[config.mk]
export PLATFORM = sky130hd
export DESIGN_NAME = move_arbiter
export DESIGN_NICKNAME = d
export VERILOG_FILES = /design/src/rtl/move_arbiter.sv
export SDC_FILE = /design/constraint.sdc
export NUM_CORES = 1
export LEC_CHECK = 0
export BUFFER_PORTS_ARGS = -buffer_cell sky130_fd_sc_hd__buf_2
export CAP_MARGIN = 20
export CORE_ASPECT_RATIO = 1.1
export CORE_MARGIN = 10
export CORE_UTILIZATION = 30
export DETAILED_ROUTE_END_ITERATION = 16
export GPL_TIMING_DRIVEN = 0
export PLACE_DENSITY_LB_ADDON = 0.15
export SETUP_SLACK_MARGIN = 0.05
export SYNTH_ARGS = -nofsm -noshare
export SYNTH_HDL_FRONTEND = slang
export SYNTH_SLANG_ARGS = --single-unit
[constraint.sdc]
create_clock -name clk -period 2.18 [get_ports clk]
set_input_delay 0.109 -clock clk [delete_from_list [all_inputs] [get_ports clk]]
set_output_delay 0.109 -clock clk [all_outputs]
set_load 0.1 [all_outputs]
[src/rtl/move_arbiter.sv]
// move_arbiter: grants one move at a time (auto > round-robin loc/rem) to the game datapath.
// Optional MOVE_ARB_STATS_EN adds an 8-bit saturating reject_count output.
module move_arbiter #(
    parameter int unsigned LOCKOUT_CYCLES = 4
) (
    input  logic       clk,
    input  logic       rst,
    input  logic       enable,
    input  logic [1:0] turn_player,
    input  logic       loc_req,
    input  logic [1:0] loc_player,
    input  logic [2:0] loc_col,
    input  logic       rem_req,
    input  logic [1:0] rem_player,
    input  logic [2:0] rem_col,
    input  logic       auto_req,
    input  logic [2:0] auto_col,
    output logic       loc_ack,
    output logic       rem_ack,
    output logic       auto_ack,
    output logic       loc_nack,
    output logic       rem_nack,
    output logic       auto_nack,
    output logic       mv_valid,
    output logic [2:0] mv_col,
    output logic [1:0] mv_player,
    output logic [1:0] mv_src,
    input  logic       mv_done,
    input  logic       mv_ok,
    output logic       busy
`ifdef MOVE_ARB_STATS_EN
    ,
    output logic [7:0] reject_count
`endif
);

    // state   | meaning
    // IDLE    | sampling requests, granting or rejecting
    // ISSUE   | move latched, mv_valid raised on exit
    // WAIT    | mv_valid high, waiting for mv_done
    // LOCKOUT | enforced idle gap after a completed move
    localparam logic [1:0] ST_IDLE    = 2'd0;
    localparam logic [1:0] ST_ISSUE   = 2'd1;
    localparam logic [1:0] ST_WAIT    = 2'd2;
    localparam logic [1:0] ST_LOCKOUT = 2'd3;

    localparam logic [1:0] SRC_LOC  = 2'b00;
    localparam logic [1:0] SRC_REM  = 2'b01;
    localparam logic [1:0] SRC_AUTO = 2'b10;

    localparam logic [3:0] LOCK_LOAD = LOCKOUT_CYCLES[3:0];

    logic [1:0] state_q, state_d;
    logic [3:0] cnt_q, cnt_d;
    logic       rr_q, rr_d;
    logic       mv_valid_q, mv_valid_d;
    logic [2:0] col_q, col_d;
    logic [1:0] player_q, player_d;
    logic [1:0] src_q, src_d;
    logic [2:0] ack_q, ack_d;
    logic [2:0] nack_q, nack_d;

    logic       loc_ok, rem_ok, pulse_now;
    logic       win_vld;
    logic [1:0] win_src;
    logic [2:0] win_col;
    logic [1:0] win_player;
    logic [2:0] win_onehot;
    logic [2:0] src_onehot;

    always_comb begin
        loc_ok     = loc_req && (loc_player == turn_player);
        rem_ok     = rem_req && (rem_player == turn_player);
        win_vld    = 1'b1;
        win_src    = SRC_AUTO;
        win_col    = auto_col;
        win_player = turn_player;
        win_onehot = 3'b100;
        if (auto_req) begin
            win_src = SRC_AUTO;
        end else if (loc_ok && (!rem_ok || !rr_q)) begin
            win_src    = SRC_LOC;
            win_col    = loc_col;
            win_player = loc_player;
            win_onehot = 3'b001;
        end else if (rem_ok) begin
            win_src    = SRC_REM;
            win_col    = rem_col;
            win_player = rem_player;
            win_onehot = 3'b010;
        end else begin
            win_vld    = 1'b0;
            win_onehot = 3'b000;
        end
    end

    always_comb begin
        src_onehot = 3'b000;
        case (src_q)
            SRC_LOC:  src_onehot = 3'b001;
            SRC_REM:  src_onehot = 3'b010;
            SRC_AUTO: src_onehot = 3'b100;
            default:  src_onehot = 3'b000;
        endcase
    end

    // Requests are level-held until the requester sees its pulse, so skip one
    // sampling cycle while a pulse is out to avoid rejecting the same request twice.
    assign pulse_now = (|ack_q) || (|nack_q);

    always_comb begin
        state_d    = state_q;
        cnt_d      = cnt_q;
        rr_d       = rr_q;
        mv_valid_d = mv_valid_q;
        col_d      = col_q;
        player_d   = player_q;
        src_d      = src_q;
        ack_d      = 3'b000;
        nack_d     = 3'b000;
        case (state_q)
            ST_IDLE: begin
                if (enable && !pulse_now && win_vld) begin
                    if (win_col == 3'd7) begin
                        nack_d = win_onehot;
                    end else begin
                        state_d  = ST_ISSUE;
                        col_d    = win_col;
                        player_d = win_player;
                        src_d    = win_src;
                        if (win_src == SRC_LOC) begin
                            rr_d = 1'b1;
                        end else if (win_src == SRC_REM) begin
                            rr_d = 1'b0;
                        end
                    end
                end
            end
            ST_ISSUE: begin
                mv_valid_d = 1'b1;
                state_d    = ST_WAIT;
            end
            ST_WAIT: begin
                if (mv_done) begin
                    mv_valid_d = 1'b0;
                    state_d    = ST_LOCKOUT;
                    cnt_d      = LOCK_LOAD;
                    if (mv_ok) begin
                        ack_d = src_onehot;
                    end else begin
                        nack_d = src_onehot;
                    end
                end
            end
            ST_LOCKOUT: begin
                if (cnt_q <= 4'd1) begin
                    state_d = ST_IDLE;
                    cnt_d   = 4'd0;
                end else begin
                    cnt_d = cnt_q - 4'd1;
                end
            end
            default: begin
                state_d = ST_IDLE;
            end
        endcase
    end

    always_ff @(posedge clk) begin
        if (rst) begin
            state_q    <= ST_IDLE;
            cnt_q      <= 4'd0;
            rr_q       <= 1'b0;
            mv_valid_q <= 1'b0;
            col_q      <= 3'd0;
            player_q   <= 2'd0;
            src_q      <= 2'd0;
            ack_q      <= 3'b000;
            nack_q     <= 3'b000;
        end else begin
            state_q    <= state_d;
            cnt_q      <= cnt_d;
            rr_q       <= rr_d;
            mv_valid_q <= mv_valid_d;
            col_q      <= col_d;
            player_q   <= player_d;
            src_q      <= src_d;
            ack_q      <= ack_d;
            nack_q     <= nack_d;
        end
    end

    assign loc_ack   = ack_q[0];
    assign rem_ack   = ack_q[1];
    assign auto_ack  = ack_q[2];
    assign loc_nack  = nack_q[0];
    assign rem_nack  = nack_q[1];
    assign auto_nack = nack_q[2];
    assign mv_valid  = mv_valid_q;
    assign mv_col    = col_q;
    assign mv_player = player_q;
    assign mv_src    = src_q;
    assign busy      = (state_q != ST_IDLE);

`ifdef MOVE_ARB_STATS_EN
    logic [7:0] rej_q;

    always_ff @(posedge clk) begin
        if (rst) begin
            rej_q <= 8'd0;
        end else if ((|nack_d) && (rej_q != 8'hFF)) begin
            rej_q <= rej_q + 8'd1;
        end
    end

    assign reject_count = rej_q;
`endif

endmodule
# ---- Yosys cells after proc, flatten, opt, wreduce, memory -nomap -nowiden
# Cells that the tools add are included.
dict set report word_totals {
  rom_bits 0
  wordCells 86
  latch_bits 0
  register_bits 21
  output_inout_bits 15
  ram_bits 0
  memories 0
  input_bits 23
}
dict set report classes {
  eq_ne 13
  reduce_logical 25
  n_div 0
  n_bitwise 4
  mux 33
  n_shift 0
  mul 0
  magnitude_cmp 1
  addsub 1
}
# op n
set ops {}
lappend ops {{$mux 2} 12}
lappend ops {{$mux 3} 8}
lappend ops {{$pmux 3 s3} 1}
lappend ops {{$mux 4} 2}
lappend ops {{$ne 2x2->1 const B} 4}
lappend ops {{$pmux 2 s4} 1}
lappend ops {{$pmux 4 s2} 1}
lappend ops {{$reduce_and 4->1} 2}
lappend ops {{$reduce_bool 2->1} 4}
lappend ops {{$eq 2x1->1 const B} 3}
lappend ops {{$eq 2x2->1 const B} 3}
lappend ops {{$logic_not 2->1} 3}
lappend ops {{$mux 1} 6}
lappend ops {{$pmux 3 s2} 1}
lappend ops {{$reduce_or 3->1} 2}
lappend ops {{$logic_and 1x1->1} 5}
lappend ops {{$eq 2x2->1} 2}
lappend ops {{$le 4x1->1 const B} 1}
lappend ops {{$not 1->1} 4}
lappend ops {{$reduce_and 2->1} 2}
lappend ops {{$reduce_or 4->1} 1}
lappend ops {{$sub 4x1->4 const B} 1}
lappend ops {{$eq 3x3->1 const B} 1}
lappend ops {{$logic_not 1->1} 3}
lappend ops {{other kinds (3)} 4}

# ---- Depth between registers and ports, before layout
dict set report depth {
  ltp_word 11
  mapped_depth 7
  depth_no_buf 7
}

# ---- Worst setup path after synthesis
# Ideal clock, no wire load.
dict set report synth_path {
  path_type {register to register}
  start {register ack_q[1]}
  end {register src_q[0] (netlist: mv_src[0])}
  arrival_time_ns 2.330
  stages_incl_launch_ff 6
  period_less_slack_ns 2.451
  t_required_ns 2.059
  setup_slack_ns -0.271
  setup_time_ns 0.121
  path_buffers 0
  cell_sequence {dfxtp_1 or4b_1 nor4_2 o311ai_2 a31o_4 mux2_4}
}
dict set report synth_via {
  elab_chain_len 6
}
# element line
set synth_lines {}
lappend synth_lines {{start, declared} 60} ;# logic [2:0] ack_q, ack_d;
lappend synth_lines {{start signal, assigned} 188} ;# ack_q <= ack_d;
lappend synth_lines {{$reduce_or 3->1} 109} ;# assign pulse_now = (|ack_q) || (|nack_q);
lappend synth_lines {{$logic_or 1x1->1} 109}
lappend synth_lines {{$logic_not 1->1} 123} ;# if (enable && !pulse_now && win_vld) begin
lappend synth_lines {{$logic_and 1x1->1 (2 in a row)} 123}
lappend synth_lines {{$reduce_and 3->1 (no line)} n/a}
lappend synth_lines {{end signal, assigned} 187} ;# src_q <= src_d;
lappend synth_lines {{end, declared} 59} ;# logic [1:0] src_q, src_d;
# Every way passes these cells.
# A chain may end at the register's enable or synchronous reset.

# ---- Worst setup path after layout
# Ends and elaborated chain as after synthesis.

==> flow_summary.toml <==
[outcome]
status = "completed"

[global_routing]
grt_pass1_vias = 1153
antenna_found_initial = 0
grt_usage_pct = 8.70
grt_max_degree = 12
grt_overflow = 0
grt_pass1_wl_um = 5090

[die]
fp-row-count = 24
die_height_um = 88.0
io_pins = 38
die_w_um = 81.8
core-area_um2 = 4020
initial_core_util_pct = 31.3
dieArea_um2 = 7200

[power]
power.leakage_nw = 0.680
vdd_drop_max_mv = 0.515
power_density_nw_per_um2 = 994

[final_layout]
area_growth_pct = 31.1
final_nets = 207
diodes = 0
multi_input_area_um2 = 803
drive_gt1_share_pct = 39.0
final-seq-area_um2 = 432
fillers = 428

[synthesis]
synthFlopType = "dfxtp_1"
async_flop_share_pct = 0
netlist-cell-type-count = 47
ys_seq_area_share_pct = 33.4
synthTopCellsByArea = "dfxtp_1 33%, ha_1 6.0%, nand2_1 4.2%"
ys_warn_count = 0
netlist.area_leader.share_pct = 33.4
yosysMostFrequentCell = "dfxtp_1"
synth_seq_cells = 21
synth_common_cells = "21 x dfxtp_1, 14 x nand2_1, 13 x inv_1"
syn_inst = 131
synth-edff-count = 0
synth-compound-area-share_pct = 22.8
muxShareOfSynthArea_pct = 4.37
yosysTopAreaCell = "dfxtp_1"
synth-xor-area-share_pct = 5.36
syn-num-nets = 160
netlist_area_um2 = 1260
synth_top_family_by_area = "compound AO/OA/AOI/OAI gates"
synth_fa_ha_area_share_pct = 5.96
avgSynthCellArea_um2 = 9.62
yosys.area_share.simple_pct = 22.4

[setup_path]
cp.required_ns = 2.33
cp_max_fo = 7
critPathLaunchType = "flop"
cp.arrival_ns = 2.29
cp-end-kind = "flop"
worstRegToRegCells = 5
crit_type = "reg -> reg"

[detailed_routing]
via_count = 1113
ant_nets = 0
drt-vias-per-instance = 4.86
totalWireLength_um = 3220
post-route-drc-count = 0
post_drt_wl_per_cell_um = 14.0
drtPass1Iterations = 4
dr.first_iter.drc_count = 28

[placed_design]
post-place-ws_ns = 0.0413
dp_hpwl_um = 2650
io_buffers = 37
gp_congestion = 0.750

[clock_network]
cts_tree = "yes"
ctsHtreeMaxLevel = 1
clockBufferDepth = 2
cts_hold_repair.buffers = 0
clk_latency_ns = 0.26
clkSinkCount = 21
root_buffer = "clkbuf_8"
path_clk_slew_ns = 0.08
cts_buffers = 3

[timing]
rsz0062_at_grt = "yes"
finClkSkew_ns = 0.00239
layout_min_cycle_time_ns = 2.13
final.setup.worst_slack_ns = 0.0457
timing.final.crit_share_pct = 97.9
slew_viol_final = 0
relSlewSlack_pct = 65.8
finalHoldViolations = 0
fmax_ghz = 0.469
setup_viol_count_final = 0
worst_slew_pin_slew_ns = 0.510
setup_tns_ns = 0

[job]
max-cap-violations = 0

[worst_hold_path]
holdPathStages = 2
hp-class = "in -> reg"
critical path, cell delays in order, from the launching register on:
cell and delay (ns):
dfxtp_4 0.34, or4b_4 0.55, nor4_4 0.34, o311ai_4 0.23, a31o_4 0.28, mux2_4 0.29
sequential cells by signal, indices dropped and copies added (netlist names):
name and flops:
state_q 2, cnt_q 4, mv_src 2, mv_player 2
nack_q 3, rr_q 1, mv_col 3, ack_q 3
mv_valid 1
report_power, final:
group | internal (mW) | switching, mW | total [mW]
Combinational | 0.269 | 0.610 | 0.879
Sequential | 0.450 | 0.0557 | 0.506
Clock | 0.130 | 0.128 | 0.258
Total | 0.849 | 0.793 | 1.64
metal layers:
metal,part of all wire [%],global-route usage (%)
met1,40,9.76
met3,6.7,2.66
met2,53,15.3
met5,0,0
met4,0.12,2.63
stage by stage:
stage	total power, mW	utilization (%)	cell area [µm²]	std cells	hold WS (ns)
finish	1.64	41.0	1650	229	0.127
global route	1.75	41.0	1650	229	0.128
CTS	1.61	39.4	1590	224	0.125
detailed placement	1.35	38.3	1540	220	0.406
global placement	1.34	38.3	1540	220	0.394
floorplan	1.20	-	1290	131	0.181
what timing repair did:
item | CTS | global route
setup buffers | 0 | 5
endpoints found under the setup margin | 1 | 7
pin swaps | 0 | 2
hold endpoints to repair | 0 | 0
resized for setup | 0 | 3
final cells by class:
type / count / share of cell area (%)
plain buffers: 3 / 1.36
multi-input cells: 94 / 48.6
clock buffers: 4 / 2.73
well taps: 52 / 3.94
repair buffers: 42 / 14.2
flip-flops and latches: 21 / 26.1
inverters: 13 / 2.95
placed cells by master, fill, tap and decap left out, types with 3 or more instances in the layout:
| master | instances |
|---|---|
| nand2_1 | 14 |
| inv_1 | 13 |
| mux2i_1 | 4 |
| nor2_1 | 10 |
| nand4_1 | 4 |
| nor3b_1 | 3 |
| dfxtp_1 | 18 |
| ha_1 | 6 |
| o221a_1 | 3 |
| a21oi_1 | 3 |
| buf_2 | 37 |
| clkbuf_8 | 3 |
| dfxtp_4 | 3 |
| buf_4 | 5 |
| xnor2_1 | 3 |
| nor3_1 | 4 |
path summary, 6_finish.rpt:
kind | startpoint | to | slack, ns
max | ack_q[1] | mv_src[0] | 0.05
min | rst | cnt_q[2] | 0.13
max reg2reg | ack_q[1] | mv_src[0] | 0.05
min reg2reg | mv_player[0] | mv_player[0] | 0.46
logic make-up after synthesis:
family / Yosys count
buf+inv: 16
mux: 5
compound gates: 27
fa+ha+maj: 6
flops: 21
simple gates: 50
xor+xnor: 6
(Power assumes the default switching activity.)
